File: src/rtl/regfile_wb_queue.sv
// Write-back queue feeding the register file write port (we3/wa3/wd3).
// Buffers accepted requests in a FIFO and exports a pending mask for hazard checks.
module regfile_wb_queue #(
    parameter int DEPTH = 4,
    parameter int AW    = 5,
    parameter int DW    = 32
) (
    input  logic                       clk,
    input  logic                       reset,
    input  logic                       req_valid,
    output logic                       req_ready,
    input  logic [AW-1:0]              req_addr,
    input  logic [DW-1:0]              req_data,
    input  logic                       wb_stall,
    output logic                       we3,
    output logic [AW-1:0]              wa3,
    output logic [DW-1:0]              wd3,
    output logic [31:0]                pending,
    output logic [$clog2(DEPTH):0]     count
);

    localparam int PW = $clog2(DEPTH);
    localparam int CW = PW + 1;

    logic [AW-1:0] addr_mem [DEPTH];
    logic [DW-1:0] data_mem [DEPTH];
    logic [PW-1:0] rd_ptr;
    logic [PW-1:0] wr_ptr;
    logic          push;
    logic          pop;

    assign req_ready = (count != CW'(DEPTH));
    // Writes to $0 complete the handshake but are dropped here.
    assign push      = req_valid & req_ready & (req_addr != '0);
    assign we3       = (count != '0) & ~wb_stall;
    assign pop       = we3;
    assign wa3       = (count != '0) ? addr_mem[rd_ptr] : '0;
    assign wd3       = (count != '0) ? data_mem[rd_ptr] : '0;

    always_ff @(posedge clk or posedge reset) begin
        if (reset) begin
            rd_ptr <= '0;
            wr_ptr <= '0;
            count  <= '0;
        end else begin
            if (push)
                wr_ptr <= wr_ptr + PW'(1);
            if (pop)
                rd_ptr <= rd_ptr + PW'(1);
            case ({push, pop})
                2'b10:   count <= count + CW'(1);
                2'b01:   count <= count - CW'(1);
                default: count <= count;
            endcase
        end
    end

    always_ff @(posedge clk) begin
        if (push) begin
            addr_mem[wr_ptr] <= req_addr;
            data_mem[wr_ptr] <= req_data;
        end
    end

    // An entry is live when its distance from the head is below count.
    always_comb begin
        pending = '0;
        for (int unsigned i = 0; i < DEPTH; i++) begin
            logic [PW-1:0] offs;
            offs = PW'(i) - rd_ptr;
            if ({1'b0, offs} < count) begin
                for (int unsigned r = 1; r < 32; r++) begin
                    if (addr_mem[i] == AW'(r))
                        pending[r] = 1'b1;
                end
            end
        end
    end

endmodule

File: config.mk
export PLATFORM = sky130hd
export DESIGN_NAME = regfile_wb_queue
export DESIGN_NICKNAME = d
export VERILOG_FILES = /design/src/rtl/regfile_wb_queue.sv
export SDC_FILE = /design/constraint.sdc
export NUM_CORES = 1
export LEC_CHECK = 0
export BUFFER_PORTS_ARGS = -buffer_cell sky130_fd_sc_hd__buf_2
export CELL_PAD_IN_SITES_DETAIL_PLACEMENT = 1
export CELL_PAD_IN_SITES_GLOBAL_PLACEMENT = 1
export CORE_MARGIN = 5
export CORE_UTILIZATION = 43
export DETAILED_ROUTE_END_ITERATION = 12
export PLACE_DENSITY = 0.77
export SLEW_MARGIN = 5
export SYNTH_ARGS = -nofsm -noshare
export SYNTH_HDL_FRONTEND = slang
export SYNTH_SLANG_ARGS = --single-unit
File: constraint.sdc
create_clock -name clk -period 2.8 [get_ports clk]
set_input_delay 0.56 -clock clk [delete_from_list [all_inputs] [get_ports clk]]
set_output_delay 0.56 -clock clk [all_outputs]
set_load 0.005 [all_outputs]
==> impl_metrics.csv <==
group,metric,value,unit
setup_path,path_class,"flip-flop to output port",
drt,drt_iter0_markers,321,
timing,fin_crit,3040,ps
global_routing,grtUsageTotal,20.7,%
power_and_ir_drop,power.density,1090,nW/um^2
power_and_ir_drop,ir_drop,0.632,mV
setup_path,cp-end-kind,"output port",
power_and_ir_drop,swShare,35.6,%
clock_tree,htreeDepth,4,
setup_path,slowest_delay,420,ps
drt,vias,4904,
flow_run,drv_cap,0,
logic_synthesis,ys_warn_count,0,
drt,wl_per_cell,23.3,um
power_and_ir_drop,clockPowerShare,20.4,%
drt,viasPerCell,5.65,
floorplan,num_io_pins,115,
logic_synthesis,synth_most_common_cell,"edfxtp_1",
clock_tree,hold_buffers,0,
setup_path,cp.arrival,2480,ps
placement,dp_hpwl,13.7,mm
setup_path,critPathSlowestCell,"dfrtp_2",
global_routing,grt_pass1_vias,5428,
finish,nets,681,
floorplan,coreArea,17100,um^2
logic_synthesis,synth_area_leaders,"edfxtp_1 (60%), mux4_2 (11%), nor2b_1 (4.1%), dfrtp_1 (2.4%), o221ai_1 (1.7%)",
floorplan,dieArea,20000,um^2
timing,fin_ws,-239,ps
placement,routabilityCongestion,0.897,
timing,rsz0062_at_grt,"yes",
finish,fin_area,9300,um^2
drt,drc_errors,0,
finish,diodes,0,
power_and_ir_drop,seqPwrFrac,33.0,%
timing,final_max_slew_viol_count,0,
clock_tree,clk_latency,410,ps
logic_synthesis,synthTopCellsByCount,"edfxtp_1 (148), nor2b_1 (48), mux4_2 (37), nor2_1 (30), nand2_1 (26)",
global_routing,antenna_found_initial,2,
run_status,violations,"negative setup slack",
clock_tree,path_clk_slew,60,ps
setup_path,cp_num_buf_inv,3,
timing,finClkSkew,11.3,ps
logic_synthesis,ys_types,48,
logic_synthesis,synth_top_flop_cell,"edfxtp_1",
drt,drt-total-wl,20.2,mm
placement,post_dp_cell_area,8310,um^2
logic_synthesis,synth-seq-cells,155,
hold_path,hold_path.class,"input port to async pin",
finish,drive_gt1_share,41.5,%
power_and_ir_drop,p_sw,3.61,mW
setup_path,start_kind,"flip-flop",
floorplan,die_w,141,um
drt,firstDrtPassIters,4,
global_routing,overflow,0,
timing,worst_pin_slew,578,ps
logic_synthesis,syn-cell-area,7410,um^2
timing,post-route-period-util,109,%
setup_path,path_delay_family,"compound AO/OA/AOI/OAI gates",
floorplan,fp-row-count,48,
logic_synthesis,synth-seq-area-share,62.4,%
timing,max_slew_margin,61.1,%
clock_tree,cts_buffers,17,
logic_synthesis,syn_avg_cell_area,15.1,um^2
setup_path,crit_path_cell_trace,"xnor2_2 > inv_1 > ha_1 > nor2b_4 > a211o_4 > buf_6 > o22ai_1 > or2_4 > buf_2",
drt,drtAntennaViolNets,0,
power_and_ir_drop,p_leak,3.39,nW
power_and_ir_drop,intPower,6.52,mW
power_and_ir_drop,power_frac_comb,46.6,%
clock_tree,root_buffer,"clkbuf_16",
timing,finalSetupViolations,31,
logic_synthesis,synth_top_cell_by_area,"edfxtp_1",
logic_synthesis,postSynthCellCount,491,
logic_synthesis,synth_edf_count,148,
global_routing,grt_pass1_wl,31.5,mm
logic_synthesis,synth_nets,542,
finish,area_delta_synth_final,25.5,%
clock_tree,clock-sinks,155,
timing,hold_slack,86.0,ps
logic_synthesis,synth_top_area_share,60.0,%
timing,fmax,0.329,GHz
placement,io_buffers,113,
run_status,outcome,"finished with violations",
setup_path,cp.required,2240,ps
clock_tree,cts_max_path_buffers,2,
clock_tree,cts_tree,"yes",
floorplan,die_h,141,um
global_routing,grt_max_degree,38,
placement,place_ws,24.5,ps
logic_synthesis,async_reset_ff_share,4.52,%
setup_path,critPathMaxFanout,5,
timing,hold_viol,0,
floorplan,initial_utilization,43.3,%
stage by stage:
step | setup TNS [ps] | total power, mW | utilization, % | instances
floorplan | 0 | 5.83 | - | 491
global placement | 0 | 7.25 | 48.6 | 818
detailed placement | 0 | 7.39 | 48.6 | 818
CTS | -4190 | 9.89 | 53.2 | 857
global route | -7860 | 10.7 | 54.3 | 868
finish | -4440 | 10.1 | 54.3 | 868
cells in the final DEF (no fill, tap or decap), types with 4 or more instances in the layout:
cell	count
buf_12	6
and2_2	4
clkbuf_16	17
nand2_1	26
nor2_1	30
nand2b_1	17
a2bb2oi_2	4
a2bb2o_1	4
a221o_1	10
o221ai_2	11
dfrtp_1	5
ha_1	8
edfxtp_1	148
a211o_1	5
nand3_1	15
nor3_1	10
nor2b_1	47
inv_1	13
clkinvlp_4	7
a2bb2o_4	6
buf_2	113
mux4_2	37
a2bb2oi_1	5
buf_4	24
routing by layer:
| layer | share of wire (%) | global-route usage (%) | vias up |
|---|---|---|---|
| li1 | - | - | 2210 |
| met1 | 40 | 25.7 | 2489 |
| met2 | 52 | 36.4 | 165 |
| met3 | 5.9 | 4.48 | 36 |
| met4 | 2.2 | 6.07 | 4 |
| met5 | 0.10 | 0 | - |
power groups by stage:
| stage | logic (mW) | registers (mW) | clock network (mW) |
|---|---|---|---|
| 6_report | 4.72 | 3.34 | 2.06 |
| 5_1_grt | 5.08 | 3.39 | 2.23 |
| 4_1_cts | 4.43 | 3.35 | 2.11 |
| 3_5_place_dp | 3.99 | 3.40 | 0 |
| 3_3_place_gp | 3.90 | 3.35 | 0 |
| 2_1_floorplan | 2.57 | 3.26 | 0 |
flip-flops by register name, indices dropped and copies added, names as in the netlist:
register,flops
data_mem,128
addr_mem,20
count,3
rd_ptr,2
wr_ptr,2
worst paths after layout:
| check | from | to | slack (ps) | cells after the start |
|---|---|---|---|---|
| max in group asynchronous | reset | rd_ptr[1] | 2450 | 2 |
| min | reset | wr_ptr[1] | 90 | 2 |
| min reg2reg | wr_ptr[1] | wr_ptr[1] | 590 | 1 |
| min in group clk | req_data[17] | data_mem[1][17] | 350 | 1 |
| max | rd_ptr[0] | pending[12] | -240 | 9 |
| max reg2reg | count[2] | count[2] | 620 | 8 |
worst register-to-register path, delay by kind of cell, from the launching register on:
| kind | cells | cell delay, ps |
|---|---|---|
| buffers and inverters | 1 | 70 |
| AND/OR/NAND/NOR | 3 | 500 |
| XOR/XNOR | 2 | 300 |
| flip-flops | 1 | 610 |
| adder cells (fa/ha/maj) | 2 | 620 |
layout make-up:
class	instances	area, um^2
Fill cell	1683	7820
Sequential cell	155	4620
Multi-Input combinational cell	295	2870
Timing Repair Buffer	148	930
Clock buffer	18	429
Tap cell	225	282
Clock inverter	14	116
Inverter	13	48.8
logic make-up after synthesis:
group	count (synthesis)	share of synthesized area, %
adders and majority gates	10	1.79
and+or+nand+nor	165	11.7
other	1	0.0506
DFF	155	62.4
xor gates and xnor gates	7	0.828
AOI/OAI and AO/OA	72	9.02
buffers and inverters	42	2.72
muxes	39	11.5
repair_timing:
| item | 4_1_cts | 5_1_grt |
|---|---|---|
| endpoints found under the setup margin | 63 | 48 |
| gates cloned | 1 | 1 |
| buffers inserted | 6 | 10 |
| endpoints found under the hold margin | 0 | 0 |
| resized for setup | 38 | 21 |
| pin swaps | 16 | 5 |
Note: power is estimated with default switching activity, not from simulation.
